**src/rtl/reg_file_ctrl.sv**
```systemverilog
// Sequencer that drives an 8-register, 8-bit reg_file.
// Each instruction is read, executed and written back through the reg_file ports.
module reg_file_ctrl (
  input  logic        CLK,
  input  logic        RESET,
  input  logic [31:0] INSTR,
  input  logic        INSTR_VALID,
  output logic        INSTR_READY,
  input  logic [7:0]  REGOUT1,
  input  logic [7:0]  REGOUT2,
  output logic [2:0]  READREG1,
  output logic [2:0]  READREG2,
  output logic [2:0]  WRITEREG,
  output logic [7:0]  WRITEDATA,
  output logic        WRITEENABLE,
  output logic        DONE,
  output logic        ERROR
);

  typedef enum logic [1:0] {
    IDLE, READ, EXEC, WRITE
  } state_t;

  state_t     state_q, state_d;
  logic [7:0] op_q, op_d;
  logic [2:0] dst_q, dst_d;
  logic [2:0] rr1_q, rr1_d;
  logic [2:0] rr2_q, rr2_d;
  logic [2:0] wreg_q, wreg_d;
  logic [7:0] wdata_q, wdata_d;
  logic       we_q, we_d;
  logic       done_q, done_d;
  logic       err_q, err_d;
  logic       ready_q, ready_d;
  logic [7:0] alu;
  logic       is_loadi, is_regop;

  // Bits outside the instruction fields carry no meaning.
  logic unused_instr;
  assign unused_instr = ^{INSTR[23:19], INSTR[15:11]};

  assign is_loadi = (INSTR[31:24] == 8'h00);
  assign is_regop = (INSTR[31:24] >= 8'h01) &&
                    (INSTR[31:24] <= 8'h05);

  always_comb begin
    unique case (op_q)
      8'h01:   alu = REGOUT2;
      8'h02:   alu = REGOUT1 + REGOUT2;
      8'h03:   alu = REGOUT1 - REGOUT2;
      8'h04:   alu = REGOUT1 & REGOUT2;
      8'h05:   alu = REGOUT1 | REGOUT2;
      default: alu = 8'h00;
    endcase
  end

  always_comb begin
    state_d = state_q;
    op_d    = op_q;
    dst_d   = dst_q;
    rr1_d   = rr1_q;
    rr2_d   = rr2_q;
    wreg_d  = wreg_q;
    wdata_d = wdata_q;
    we_d    = 1'b0;
    done_d  = 1'b0;
    err_d   = 1'b0;
    ready_d = 1'b0;
    unique case (state_q)
      IDLE: begin
        ready_d = 1'b1;
        if (INSTR_VALID) begin
          unique case (1'b1)
            is_loadi: begin
              op_d    = INSTR[31:24];
              dst_d   = INSTR[18:16];
              wreg_d  = INSTR[18:16];
              wdata_d = INSTR[7:0];
              we_d    = 1'b1;
              done_d  = 1'b1;
              ready_d = 1'b0;
              state_d = WRITE;
            end
            is_regop: begin
              op_d    = INSTR[31:24];
              dst_d   = INSTR[18:16];
              rr1_d   = INSTR[10:8];
              rr2_d   = INSTR[2:0];
              ready_d = 1'b0;
              state_d = READ;
            end
            default: err_d = 1'b1;
          endcase
        end
      end
      READ: state_d = EXEC;
      EXEC: begin
        // REGOUT is valid here because the addresses were held a full cycle.
        wreg_d  = dst_q;
        wdata_d = alu;
        we_d    = 1'b1;
        done_d  = 1'b1;
        state_d = WRITE;
      end
      WRITE: begin
        ready_d = 1'b1;
        state_d = IDLE;
      end
      default: state_d = IDLE;
    endcase
  end

  always_ff @(posedge CLK or posedge RESET) begin
    if (RESET) begin
      state_q <= IDLE;
      op_q    <= 8'h00;
      dst_q   <= 3'd0;
      rr1_q   <= 3'd0;
      rr2_q   <= 3'd0;
      wreg_q  <= 3'd0;
      wdata_q <= 8'h00;
      we_q    <= 1'b0;
      done_q  <= 1'b0;
      err_q   <= 1'b0;
      ready_q <= 1'b1;
    end else begin
      state_q <= state_d;
      op_q    <= op_d;
      dst_q   <= dst_d;
      rr1_q   <= rr1_d;
      rr2_q   <= rr2_d;
      wreg_q  <= wreg_d;
      wdata_q <= wdata_d;
      we_q    <= we_d;
      done_q  <= done_d;
      err_q   <= err_d;
      ready_q <= ready_d;
    end
  end

  assign INSTR_READY = ready_q;
  assign READREG1    = rr1_q;
  assign READREG2    = rr2_q;
  assign WRITEREG    = wreg_q;
  assign WRITEDATA   = wdata_q;
  assign WRITEENABLE = we_q;
  assign DONE        = done_q;
  assign ERROR       = err_q;

endmodule

```
**config.mk**
```make
export PLATFORM = sky130hd
export DESIGN_NAME = reg_file_ctrl
export DESIGN_NICKNAME = d
export VERILOG_FILES = /design/src/rtl/reg_file_ctrl.sv
export SDC_FILE = /design/constraint.sdc
export NUM_CORES = 1
export LEC_CHECK = 0
export BUFFER_PORTS_ARGS = -buffer_cell sky130_fd_sc_hd__buf_2
export CORE_UTILIZATION = 39
export DETAILED_ROUTE_END_ITERATION = 16
export PLACE_DENSITY = 0.65
export RECOVER_POWER = 25
export SYNTH_ARGS = -nofsm -noshare
export SYNTH_HDL_FRONTEND = slang
export SYNTH_SLANG_ARGS = --single-unit
```
**constraint.sdc**
```tcl
create_clock -name CLK -period 2.5 [get_ports CLK]
set_input_delay 0.5 -clock CLK [delete_from_list [all_inputs] [get_ports CLK]]
set_output_delay 0.5 -clock CLK [all_outputs]
set_load 0.02 [all_outputs]
```
; Word-level counts from Yosys, hierarchy flattened
; Index checks and enable logic that the tools add are counted.
; Widths: inputs -> output; s select.
[op_classes]
n_reduce_logical = 9
muxes = 18
n_eq_ne = 11
magnitude_cmp = 2
bitwise = 2
n_addsub = 2
[op_table]
columns = cell, count
row1 = $pmux 8 s5, 1
row2 = $eq 8x2->1 const B, 2
row3 = $eq 8x3->1 const B, 2
row4 = $mux 8, 2
row5 = $pmux 8 s2, 1
row6 = $reduce_and 3->1, 3
row7 = $add 8x8->8, 1
row8 = $and 8x8->8, 1
row9 = $eq 8x1->1 const B, 1
row10 = $ge 8x1->1 const B, 1
row11 = $le 8x3->1 const B, 1
row12 = $logic_not 8->1, 1
row13 = $or 8x8->8, 1
row14 = $pmux 2 s4, 1
row15 = $sub 8x8->8, 1
row16 = $mux 1, 6
row17 = $mux 3, 2
row18 = $pmux 3 s2, 1
row19 = $eq 2x2->1 const B, 2
row20 = $ne 2x2->1 const B, 2
row21 = $pmux 1 s2, 2
row22 = $pmux 2 s2, 1
row23 = $ne 3x3->1 const B, 1
row24 = $eq 2x1->1 const B, 1
row25 = other kinds (6), 6
[word_totals]
input_bits = 51
regBits = 33
wordCells = 54
out_inout_bits = 21

; Longest topological paths before layout
; Gate-level depths: netlist (run 1).
[logic_depth]
word_depth = 6
mapped_depth = 12
mapped_depth_nobuf = 12

; Worst setup path after synthesis (run 1)
; OpenSTA, ideal clock, no wires.
[synth_path]
path_type = reg-to-reg
start = reg op_q[3]
end = reg wdata_q[6] (netlist: WRITEDATA[6])
t_required_ps = 2362
setup_ps = 138
setup_slack_ps = -99
synth_period_minus_slack_ps = 2599
path_stages_with_launch = 12
arrival_time_ps = 2461
path_buffers = 0
path_cell_list = dfrtp_1 > nor4b_1 > nand2_1 > o31ai_1 > xor2_1 > ha_1 > o21a_1 > o31a_1 > o21a_1 > or3_1 > a31oi_1 > o31ai_1
[synth_between]
elab_chain_cells = 3
elab_cells_between_ends = 7
cone_classes = eq/ne (5) / mux (2)
[synth_rtl]
columns = item, line
row1 = start: declaration, 25  ; logic [7:0] op_q, op_d;
row2 = start signal: assignment, 128  ; op_q <= op_d;
row3 = $eq 8x3->1 (tied with other cells), 47  ; unique case (op_q)
row4 = $pmux 8 s5 *, 47
row5 = $pmux 8 s2 *, 69  ; unique case (state_q)
row6 = end signal: assignment, 133  ; wdata_q <= wdata_d;
row7 = end: declaration, 30  ; logic [7:0] wdata_q, wdata_d;
; Every way passes the cells marked *; elsewhere a longest branch is shown, timed or not.
; A chain may end at the register's enable or synchronous reset.

; Final worst setup path (run 1)
[layout_path]
start = reg op_q[6]
end = reg wdata_q[6] (netlist: WRITEDATA[6])
; Same word-level chain as after synthesis.

==> results.rst, run 1 <==
.. list-table::
   :header-rows: 1

   * - Metric
     - Value
   * - Outcome
     - finished with violations
   * - Violated checks
     - capacitance limit, slew limit, setup timing
   * - First-pass GRT wire length
     - 8970 um
   * - Worst slew pin tran
     - 1750 ps
   * - I/O pin cnt
     - 72
   * - Final period util
     - 104%
   * - Maximum fanout along the worst path
     - 2
   * - RSZ-0062 raised after global routing
     - true
   * - Number of design rule violations left after detail routing
     - 0
   * - Initial antenna violation count
     - 0
   * - Via count of the first global-routing pass
     - approximately 1.9k
   * - # clock sinks
     - 33
   * - P&R area growth vs syn
     - 32.5%
   * - Endpoints failing hold
     - 0
   * - Max-cap check violation count
     - 1
   * - Clock latency on the worst-skew pair
     - 290 ps
   * - Global-route congestion overflow total
     - 0
   * - Post-synth cell types
     - 52
   * - Detailed-route via count
     - 2027
   * - Worst hold-check slack
     - 417 ps
   * - Required time of the critical path
     - 2660 ps
   * - Floorplan die area
     - 5860 um^2
   * - Clock tree from TritonCTS
     - yes
   * - Weighted congestion reported at the end of routability-driven placement
     - ~0.79
   * - Leakage
     - approximately 1.4 nW
   * - Total power
     - 2.70 mW
   * - Clock slew at the register clock pins of the worst setup and hold paths
     - 80 ps
   * - Bufs and invs on worst path
     - 0
   * - Count of synthesis-stage warnings from yosys
     - 0
   * - Number of enable flip-flop cells after synthesis
     - 0
   * - Maximum number of pins on one net before global-route repair
     - 34
   * - Flip-flop and latch count after synthesis
     - 33
   * - Starting density of the core
     - 41.4%
   * - Top cell family by delay on the critical path
     - simple AND/OR/NAND/NOR gates
   * - Net count after synthesis
     - 299
   * - Relative max-transition margin
     - -16.4%
   * - Worst ir drop on vdd
     - 0.513 mV
   * - Initial DRT Pass Iterations
     - 4
   * - Top achievable clock speed
     - 383 MHz
   * - Max clock buf depth
     - 2
   * - Predominant post-synthesis flop cell
     - sky130_fd_sc_hd__dfrtp_1
   * - Worst path cell trace
     - nor4b_4, a21oi_1, xnor2_1, ha_1, nor2b_2, o31a_1, o21a_1, or3_1, a31oi_2, o31ai_1
   * - Share of the core filled with cells
     - 54.8%
   * - Number of violations reported at the end of detailed-routing iteration 0
     - 92
   * - Die span in y
     - roughly 77 um
   * - P per Cell Area
     - ~940 nW/um^2
   * - Core box area
     - 5240 um^2
   * - Vias per cell
     - 5.18
   * - Wire per inst
     - 13.7 um
   * - Post-route worst setup slack
     - -111 ps
   * - Crit path launch type
     - register
   * - Synthesized instance count
     - roughly 230
   * - Pins over their slew limit
     - 34
   * - Arrival @ worst endpoint
     - 2770 ps
   * - CP max-delay cell
     - sky130_fd_sc_hd__dfrtp_1
   * - Share of flip-flops with an asynchronous set or reset after synthesis
     - 100%
   * - Total GRT Usage
     - 19.3%
   * - Number of core rows
     - 26
   * - IO Port Bufs
     - ~60
   * - Shortest period the worst path allows
     - 2610 ps
   * - Netlist area before placement
     - 2170 um^2
   * - Count of hold-fix buffers inserted at cts
     - 0
   * - Class of the tightest hold or removal check
     - input port to register
   * - Critical path capture point type
     - register
   * - H-tree levels
     - 2
   * - Count of final setup violators
     - 1
   * - Kind of critical path
     - register to register
   * - Delay of the slowest critical-path stage
     - 410 ps
   * - Number of antenna cells inserted
     - 0
   * - Worst Skew
     - 11.3 ps
   * - DP Wirelength
     - 4110 um
   * - Root cell of the clock tree
     - sky130_fd_sc_hd__clkbuf_8
   * - Total Wirelength
     - 5360 um
   * - Per-instance average area after synthesis
     - 9.26 um^2
   * - Cts bufs inserted
     - 5
   * - Share of the yosys chip area belonging to registers
     - 38.2%
   * - Width of the die
     - 76.5 um
   * - Post-route ant nets
     - 0
   * - Nets
     - approximately 390
   * - Layout cells sized above 1
     - 38.6%
metal layers:
layer,share of wire [%],up-vias,global-route usage [%],wire [um]
li1,-,1013,-,-
met1,46,944,24.7,2480
met3,5.3,8,3.95,286
met4,1.1,0,6.92,59
met2,47,62,32.2,2530
met5,0,-,0,0
Yosys cell counts (2+ instances only):
cell type,instances,area [um^2]
sky130_fd_sc_hd__mux2_2,9,101
sky130_fd_sc_hd__o21a_1,2,15.0
sky130_fd_sc_hd__dfrtp_1,32,801
sky130_fd_sc_hd__nand3_1,4,20.0
sky130_fd_sc_hd__ha_1,13,163
sky130_fd_sc_hd__mux2i_1,4,40.0
sky130_fd_sc_hd__nor4b_1,2,17.5
sky130_fd_sc_hd__o211ai_1,2,15.0
sky130_fd_sc_hd__buf_4,3,22.5
sky130_fd_sc_hd__nor3_1,3,15.0
sky130_fd_sc_hd__nand2_1,18,67.6
sky130_fd_sc_hd__clkbuf_1,5,18.8
sky130_fd_sc_hd__mux2_1,2,22.5
sky130_fd_sc_hd__or3_1,2,12.5
sky130_fd_sc_hd__o2bb2ai_1,3,26.3
sky130_fd_sc_hd__a21oi_1,30,150
sky130_fd_sc_hd__inv_1,12,45.0
sky130_fd_sc_hd__xnor2_1,3,26.3
sky130_fd_sc_hd__o31ai_1,3,22.5
sky130_fd_sc_hd__nor2b_1,8,50.1
sky130_fd_sc_hd__nor2_1,18,67.6
sky130_fd_sc_hd__buf_2,2,10.0
sky130_fd_sc_hd__xor2_1,6,52.6
sky130_fd_sc_hd__o21ai_0,13,65.1
sky130_fd_sc_hd__a31oi_1,6,37.5
sky130_fd_sc_hd__and3_1,3,18.8
kinds of logic after synthesis:
| kind of cell | Yosys count | synth area share (%) |
|---|---|---|
| simple gates | 68 | 16.2 |
| compound gates | 72 | 21.4 |
| fa+ha+maj | 14 | 8.43 |
| mux | 15 | 7.56 |
| flops | 33 | 38.2 |
| buf+inv | 23 | 4.62 |
| xor+xnor | 9 | 3.64 |
where the power goes:
part	internal, mW	leakage (nW)	switching, mW
logic	0.636	0.983	0.872
clock network	0.192	0.0439	0.203
registers	0.712	0.420	0.0864
per-stage QoR:
step           cells  instance area (um^2)  setup slack (ps)  setup TNS, ps
2_1_floorplan    234                  2190              4.79              0
3_3_place_gp     380                  2720              -204           -406
5_1_grt          391                  2870              -189           -468
3_5_place_dp     380                  2720              -229           -511
4_1_cts          388                  2840              -129           -132
6_report         391                  2870              -111           -111
final cells by class:
class	instances	area [um^2]
Fill cell	521	2370
Clock buffer	5	68.8
Multi-Input combinational cell	178	1310
Clock inverter	3	17.5
Sequential cell	33	827
Inverter	12	45.0
Tap cell	70	87.6
Timing Repair Buffer	90	519
flip-flops by register name, summed over array words and instances, names as in the netlist, 2 cells and up:
name       flops
READREG1       3
READREG2       3
WRITEDATA      8
WRITEREG       3
dst_q          3
op_q           8
state_q        2
repair_timing:
item	in CTS	in global routing
pin swaps	3	7
resized for setup	5	7
endpoints found under the setup margin	4	5
buffers inserted	0	3
path summary, 6_finish.rpt:
kind,from,end,slack (ps),cells after the start
worst min-delay path,INSTR[8],READREG1[0]$_DFFE_PP0P_,420,2
worst max register to register,op_q[6]$_DFFE_PP0P_,WRITEDATA[6]$_DFFE_PP0P_,-110,10
worst max-delay path,op_q[6]$_DFFE_PP0P_,WRITEDATA[6]$_DFFE_PP0P_,-110,10
worst min register to register,WRITEDATA[2]$_DFFE_PP0P_,WRITEDATA[2]$_DFFE_PP0P_,470,2
min in group asynchronous,RESET,READREG1[0]$_DFFE_PP0P_,800,3
max in group asynchronous,RESET,DONE$_DFF_PP0_,680,3
cell usage in the layout (no fill, tap or decap), types with 3 or more instances in the layout:
cell                       count
sky130_fd_sc_hd__o21ai_1       3
sky130_fd_sc_hd__mux2_2        9
sky130_fd_sc_hd__clkbuf_8      5
sky130_fd_sc_hd__o21ai_0      10
sky130_fd_sc_hd__nor2_1       18
sky130_fd_sc_hd__a21oi_1      29
sky130_fd_sc_hd__a31oi_1       5
sky130_fd_sc_hd__xor2_1        6
sky130_fd_sc_hd__nor3_1        3
sky130_fd_sc_hd__inv_1        12
sky130_fd_sc_hd__dfrtp_1      32
sky130_fd_sc_hd__and3_1        3
sky130_fd_sc_hd__mux2i_1       4
sky130_fd_sc_hd__buf_2        61
sky130_fd_sc_hd__ha_1         13
sky130_fd_sc_hd__buf_4        28
sky130_fd_sc_hd__nor2b_1       7
sky130_fd_sc_hd__nand3_1       4
sky130_fd_sc_hd__nand2_1      16
sky130_fd_sc_hd__xnor2_1       3
(Power assumes the default switching activity.)
==> run 2: changes to the inputs <==
--- a/config.mk
+++ b/config.mk
@@ -10,6 +10,7 @@
 export DETAILED_ROUTE_END_ITERATION = 16
 export PLACE_DENSITY = 0.65
 export RECOVER_POWER = 25
+export REMOVE_ABC_BUFFERS = 1
 export SYNTH_ARGS = -nofsm -noshare
 export SYNTH_HDL_FRONTEND = slang
 export SYNTH_SLANG_ARGS = --single-unit
==> run 2 against run 1 <==
  * The run still ends with capacitance limit, slew limit, setup timing left
  * Flip-flop and latch count is the same
  * Final cell count grew 0.77%
  * Non-clock buffer count grew 3
  * First-iteration DRC count shrank 49%
  * Combinational power grew 3%
  * Final area grew 3.2%
  * Largest cell class unchanged
  * Clock power grew 30%
  * Power grew 6.2%
  * Utilization grew 1.7 points
  * Maximum frequency shrank 3.4%
  * Critical endpoint unchanged
  * Register-to-register slack lost 90 ps
==> results.rst, run 2 (same netlist as run 1, synthesis figures left out) <==
.. list-table::
   :header-rows: 1

   * - Metric
     - Value
   * - Number of design rule violations left after detail routing
     - 0 (unchanged)
   * - P per Cell Area
     - 969 nW/um^2 (+3.0%)
   * - Root cell of the clock tree
     - sky130_fd_sc_hd__clkbuf_8
   * - Final period util
     - 108% (+3.6 points)
   * - RSZ-0062 raised after global routing
     - true
   * - Floorplan die area
     - 5860 um^2 (unchanged)
   * - I/O pin cnt
     - 72 (unchanged)
   * - Number of antenna cells inserted
     - 0 (unchanged)
   * - Post-route worst setup slack
     - -201 ps (-90.6 ps)
   * - Width of the die
     - 76.5 um (unchanged)
   * - Outcome
     - finished with violations
   * - Worst slew pin tran
     - 1760 ps (+11.7 ps)
   * - Count of hold-fix buffers inserted at cts
     - 0 (unchanged)
   * - Starting density of the core
     - 41.4% (unchanged)
   * - Violated checks
     - capacitance limit, slew limit, setup timing
   * - Total Wirelength
     - 5370 um (+0.28%)
   * - P&R area growth vs syn
     - 36.7%
   * - Crit path launch type
     - register
   * - Endpoints failing hold
     - 0 (unchanged)
   * - Initial DRT Pass Iterations
     - 4 (unchanged)
   * - Count of final setup violators
     - 4 (+3)
   * - H-tree levels
     - 2 (unchanged)
   * - Total GRT Usage
     - 18.6% (-0.72 points)
   * - Vias per cell
     - 5.13 (-1.1%)
   * - Arrival @ worst endpoint
     - 2890 ps (+120 ps)
   * - Most frequent cells in the layout
     - 61 x sky130_fd_sc_hd__buf_2, 32 x sky130_fd_sc_hd__dfrtp_1, 29 x sky130_fd_sc_hd__buf_4
   * - Class of the tightest hold or removal check
     - input port to register
   * - DP Wirelength
     - 4090 um (-0.37%)
   * - First-pass GRT wire length
     - 8770 um (-2.2%)
   * - Pins over their slew limit
     - 34 (unchanged)
   * - Max clock buf depth
     - 2 (unchanged)
   * - Clock slew at the register clock pins of the worst setup and hold paths
     - 70 ps (about the same)
   * - Post-route ant nets
     - 0 (unchanged)
   * - Via count of the first global-routing pass
     - 1984 (+3.7%)
   * - Total power
     - 2.87 mW (+6.2%)
   * - Maximum fanout along the worst path
     - 2 (unchanged)
   * - Top achievable clock speed
     - 370 MHz (-3.4%)
   * - Wire per inst
     - 13.6 um (-0.48%)
   * - Leakage
     - 1.48 nW (+2.0%)
   * - Worst Skew
     - 4.70 ps (-6.61 ps)
   * - Kind of critical path
     - register to register
   * - Most frequent standard cell in the layout excluding fill and tap cells
     - sky130_fd_sc_hd__buf_2
   * - Required time of the critical path
     - 2690 ps (+30 ps)
   * - Clock latency on the worst-skew pair
     - 280 ps (about the same)
   * - Weighted congestion reported at the end of routability-driven placement
     - 0.799 (+0.52%)
   * - Initial antenna violation count
     - 0 (unchanged)
   * - Global-route congestion overflow total
     - 0 (unchanged)
   * - # clock sinks
     - 33 (unchanged)
   * - Shortest period the worst path allows
     - 2700 ps (+90.6 ps)
   * - Layout cells sized above 1
     - 40.1% (+1.5 points)
   * - Cts bufs inserted
     - 5 (unchanged)
   * - Worst ir drop on vdd
     - 0.584 mV (+14%)
   * - Nets
     - 388 (+0.78%)
   * - Relative max-transition margin
     - -17.1% (-0.78 points)
   * - Maximum number of pins on one net before global-route repair
     - 34 (unchanged)
   * - Clock tree from TritonCTS
     - yes
   * - Max-cap check violation count
     - 1 (unchanged)
   * - Number of core rows
     - 26 (unchanged)
   * - Detailed-route via count
     - 2021 (-0.30%)
   * - IO Port Bufs
     - 61 (unchanged)
   * - Critical path capture point type
     - register
   * - Number of violations reported at the end of detailed-routing iteration 0
     - 47 (-49%)
   * - Share of the core filled with cells
     - 56.6% (+1.7 points)
   * - Core box area
     - 5240 um^2 (unchanged)
   * - Die span in y
     - 76.5 um (unchanged)
-- run 2: changes by cell type in the layout (fill, tap and decap cells not counted), sizes merged --
cell,change
clkinvlp,-1
clkinv,-2
bufinv,+1
buf,+3
clkbuf,+2
-- run 2: layout make-up --
cell class	instances	area, um^2
multi-input combinational	178	1340
sequential	33	827
fill	497	2270
timing repair buffer	93	549
clock buffer	7	86.3
inverter	12	47.5
clock inverter	1	30.0
tap	70	87.6
-- run 2: final timing paths --
check,end,slack [ps],cells after the start,startpoint
min,READREG1[2]$_DFFE_PP0P_,430,2,INSTR[10]
max,WRITEDATA[6]$_DFFE_PP0P_,-200,11,op_q[4]$_DFFE_PP0P_
min reg2reg,READREG1[2]$_DFFE_PP0P_,490,1,READREG1[2]$_DFFE_PP0P_
max in group asynchronous,op_q[0]$_DFFE_PP0P_,660,3,RESET
min in group asynchronous,WRITEDATA[6]$_DFFE_PP0P_,830,3,RESET
max reg2reg,WRITEDATA[6]$_DFFE_PP0P_,-200,11,op_q[4]$_DFFE_PP0P_
-- run 2: metal layers --
metal	GRT usage [%]	share of wire, %	up-vias
li1	-	-	1013
met1	23.3	47	960
met2	32.3	49	41
met3	3.83	3.7	7
met4	5.19	0.86	0
met5	0	0	-
-- run 2: power by group --
group / switching (mW) / total, mW / internal [mW]
registers: 0.0868 / 0.800 / 0.713
clock network: 0.190 / 0.514 / 0.325
logic: 0.892 / 1.56 / 0.665
-- run 2: repair_timing --
item / in CTS / in global routing
gates resized for setup: 13 / 14
setup endpoints to repair: 6 / 7
hold endpoints to repair: 0 / 0
buffers inserted: 1 / 2
pin swaps: 7 / 10
-- run 2: through the flow --
step / worst slack [ps] / hold WS [ps] / cell area [um^2] / TNS, ps / instances
floorplan: -260 / 480 / 2110 / -419 / 223
global placement: -306 / 465 / 2720 / -762 / 383
detailed placement: -326 / 470 / 2720 / -899 / 383
CTS: -168 / 308 / 2910 / -268 / 392
global route: -345 / 423 / 2960 / -1140 / 394
finish: -201 / 432 / 2960 / -429 / 394
-- run 2: critical path, stage by stage, from the launching register on --
cell and delay (ps):
sky130_fd_sc_hd__dfrtp_1 410, sky130_fd_sc_hd__nor4b_4 310, sky130_fd_sc_hd__buf_4 150, sky130_fd_sc_hd__a21oi_1 60, sky130_fd_sc_hd__xnor2_1 140, sky130_fd_sc_hd__ha_1 280, sky130_fd_sc_hd__nor2b_1 150, sky130_fd_sc_hd__o31a_1 260
sky130_fd_sc_hd__o21a_1 190, sky130_fd_sc_hd__o21ai_0 330, sky130_fd_sc_hd__a31oi_4 130, sky130_fd_sc_hd__o31ai_1 200
==> run 3: changes to the inputs <==
--- a/config.mk
+++ b/config.mk
@@ -5,10 +5,10 @@
 export SDC_FILE = /design/constraint.sdc
 export NUM_CORES = 1
 export LEC_CHECK = 0
-export BUFFER_PORTS_ARGS = -buffer_cell sky130_fd_sc_hd__buf_2
 export CORE_UTILIZATION = 39
 export DETAILED_ROUTE_END_ITERATION = 16
-export PLACE_DENSITY = 0.65
+export DONT_BUFFER_PORTS = 1
+export PLACE_DENSITY = 0.53
 export RECOVER_POWER = 25
 export REMOVE_ABC_BUFFERS = 1
 export SYNTH_ARGS = -nofsm -noshare
==> run 3 against run 2 <==
  * Via count decreased by 12%
  * Sequential power increased by 24%
  * Final cell count decreased by 17%
  * Critical endpoint unchanged
  * Utilization decreased by 6.5 points
  * Worst hold slack got worse by 240 ps
  * Combinational power decreased by 22%
  * Highest routed layer unchanged
  * The flow finishes with violations (setup timing)
  * Setup slack improved by 75 ps
  * Global-route usage increased by 0.83 points
  * Critical path type unchanged
  * Maximum frequency increased by 2.9%
  * Routed wire length about the same
==> results.rst, run 3 (same netlist as run 1, synthesis figures left out) <==
.. list-table::
   :header-rows: 1

   * - Metric
     - Value
   * - Total GRT Usage
     - 19.4% (+0.83 points)
   * - Class of the tightest hold or removal check
     - input port to asynchronous set/reset pin
   * - Number of antenna cells inserted
     - 0 (unchanged)
   * - Worst hold-check slack
     - 189 ps (-243 ps)
   * - Relative max-transition margin
     - 38.9% (+56 points)
   * - Floorplan die area
     - 5860 um^2 (unchanged)
   * - Number of violations reported at the end of detailed-routing iteration 0
     - 76 (+62%)
   * - Worst ir drop on vdd
     - 0.534 mV (-8.5%)
   * - Maximum fanout along the worst path
     - 4 (+2)
   * - Core box area
     - 5240 um^2 (unchanged)
   * - Max clock buf depth
     - 2 (unchanged)
   * - Initial DRT Pass Iterations
     - 4 (unchanged)
   * - Worst slew pin tran
     - 917 ps (-840 ps)
   * - Count of final setup violators
     - 3 (-1)
   * - Post-Route Setup TNS
     - -199 ps (+230 ps)
   * - Clock slew at the register clock pins of the worst setup and hold paths
     - 70 ps (about the same)
   * - I/O pin cnt
     - 72 (unchanged)
   * - Final period util
     - 105% (-3.0 points)
   * - Detailed-route via count
     - 1778 (-12%)
   * - Number of core rows
     - 26 (unchanged)
   * - Root cell of the clock tree
     - sky130_fd_sc_hd__clkbuf_8
   * - Die span in y
     - 76.5 um (unchanged)
   * - Clock tree from TritonCTS
     - yes
   * - Endpoints failing hold
     - 0 (unchanged)
   * - Wire per inst
     - 16.4 um (+20%)
   * - Kind of critical path
     - register to register
   * - Pins over their slew limit
     - 0 (-100%)
   * - First-pass GRT wire length
     - 8850 um (+0.87%)
   * - Starting density of the core
     - 41.4% (unchanged)
   * - Via count of the first global-routing pass
     - 1802 (-9.2%)
   * - Post-route ant nets
     - 0 (unchanged)
   * - Critical path capture point type
     - register
   * - H-tree levels
     - 2 (unchanged)
   * - Worst Skew
     - 2.76 ps (-1.94 ps)
   * - Most frequent standard cell in the layout excluding fill and tap cells
     - sky130_fd_sc_hd__dfrtp_1
   * - P per Cell Area
     - 1040 nW/um^2 (+7.3%)
   * - Maximum number of pins on one net before global-route repair
     - 22 (-35%)
   * - Filler cells
     - 514 (+3.4%)
   * - Clock latency on the worst-skew pair
     - 280 ps (about the same)
   * - Arrival @ worst endpoint
     - 2770 ps (-120 ps)
   * - Cts bufs inserted
     - 5 (unchanged)
   * - Outcome
     - finished with violations
   * - Initial antenna violation count
     - 0 (unchanged)
   * - Nets
     - 322 (-17%)
   * - Number of design rule violations left after detail routing
     - 0 (unchanged)
   * - Non-Filler Cell Area, Final
     - 2630 um^2 (-11%)
   * - Top achievable clock speed
     - 381 MHz (+2.9%)
   * - Layout cells sized above 1
     - 26.0% (-14 points)
   * - Weighted congestion reported at the end of routability-driven placement
     - 0.783 (-1.9%)
   * - Most frequent cells in the layout
     - 32 x sky130_fd_sc_hd__dfrtp_1, 25 x sky130_fd_sc_hd__a21oi_1, 24 x sky130_fd_sc_hd__buf_4
   * - Required time of the critical path
     - 2650 ps (-40 ps)
   * - IO Port Bufs
     - 0 (-100%)
   * - Leakage
     - 1.22 nW (-17%)
   * - Crit path launch type
     - register
   * - Total Wirelength
     - 5370 um (about the same)
   * - Vias per cell
     - 5.42 (+5.7%)
   * - Width of the die
     - 76.5 um (unchanged)
   * - Global-route congestion overflow total
     - 0 (unchanged)
   * - Violated checks
     - setup timing
   * - Max-cap check violation count
     - 0 (-1)
   * - RSZ-0062 raised after global routing
     - true
   * - DP Wirelength
     - 4060 um (-0.97%)
   * - Total placed instance area
     - 2390 um^2 (-12%)
   * - P&R area growth vs syn
     - 21.1%
   * - Post-route worst setup slack
     - -126 ps (+75.4 ps)
   * - Shortest period the worst path allows
     - 2630 ps (-75.4 ps)
   * - # clock sinks
     - 33 (unchanged)
-- run 3: cell count changes in the layout (fill, tap and decap cells not counted), moves of 2 or more --
| cell | change |
|---|---|
| sky130_fd_sc_hd__buf_2 | -61 |
| sky130_fd_sc_hd__buf_4 | -5 |
| sky130_fd_sc_hd__o21ai_1 | -3 |
| sky130_fd_sc_hd__o21ai_2 | +2 |
-- run 3: final cells by class --
cell class	instances	area, um^2	area share, %
Timing Repair Buffer	27	206	7.86
Tap cell	70	87.6	3.34
Inverter	12	45.0	1.72
Sequential cell	33	827	31.5
Multi-Input combinational cell	178	1340	51.1
Clock inverter	1	30.0	1.14
Clock buffer	7	86.3	3.29
-- run 3: where the power goes --
group	switching (mW)	leakage, nW	internal (mW)
clock	0.195	0.0585	0.325
sequential	0.278	0.420	0.713
combinational	0.658	0.740	0.561
-- run 3: what timing repair did --
item / CTS / global route
hold endpoints to repair: 0 / 0
hold buffers: 0 / 0
setup buffers: 1 / 2
pin swaps: 11 / 14
setup endpoints to repair: 6 / 8
resized for setup: 13 / 17
-- run 3: path summary, 6_finish.rpt --
check                      slack (ps)                        to                  from  cells past startpoint
max                              -130  WRITEDATA[6]$_DFFE_PP0P_   op_q[5]$_DFFE_PP0P_                     13
min                               190   READREG1[0]$_DFFE_PP0P_                 RESET                      1
max reg2reg                      -130  WRITEDATA[6]$_DFFE_PP0P_   op_q[5]$_DFFE_PP0P_                     13
min reg2reg                       510      dst_q[1]$_DFFE_PP0P_  dst_q[1]$_DFFE_PP0P_                      1
max in group asynchronous        1070    state_q[1]$_DFFE_PP0P_                 RESET                      2
min in group CLK                  350   READREG1[2]$_DFFE_PP0P_             INSTR[10]                      1
-- run 3: per-stage QoR --
step	power, mW	std cells	util [%]	worst slack (ps)
CTS	2.69	326	49.1	-178
global placement	2.09	317	45.7	-352
global route	2.93	328	50.1	-261
finish	2.73	328	50.1	-126
floorplan	1.75	223	-	-260
detailed placement	2.11	317	45.7	-345
-- run 3: critical path, stage by stage, from the launching register on --
cell	delay [ps]
sky130_fd_sc_hd__dfrtp_1	390
sky130_fd_sc_hd__nor4b_2	280
sky130_fd_sc_hd__buf_4	170
sky130_fd_sc_hd__nand2_4	70
sky130_fd_sc_hd__buf_6	140
sky130_fd_sc_hd__nand2_1	60
sky130_fd_sc_hd__xor2_1	140
sky130_fd_sc_hd__ha_1	260
sky130_fd_sc_hd__o21a_1	110
sky130_fd_sc_hd__o31a_1	120
sky130_fd_sc_hd__o21a_1	180
sky130_fd_sc_hd__or3_1	320
sky130_fd_sc_hd__a31oi_2	170
sky130_fd_sc_hd__o31ai_1	80
-- run 3: layer usage --
metal | wire [um] | global-route usage [%]
met1 | 2480 | 25.3
met2 | 2600 | 32.0
met5 | 0 | 0
met4 | 39 | 3.46
met3 | 260 | 5.99
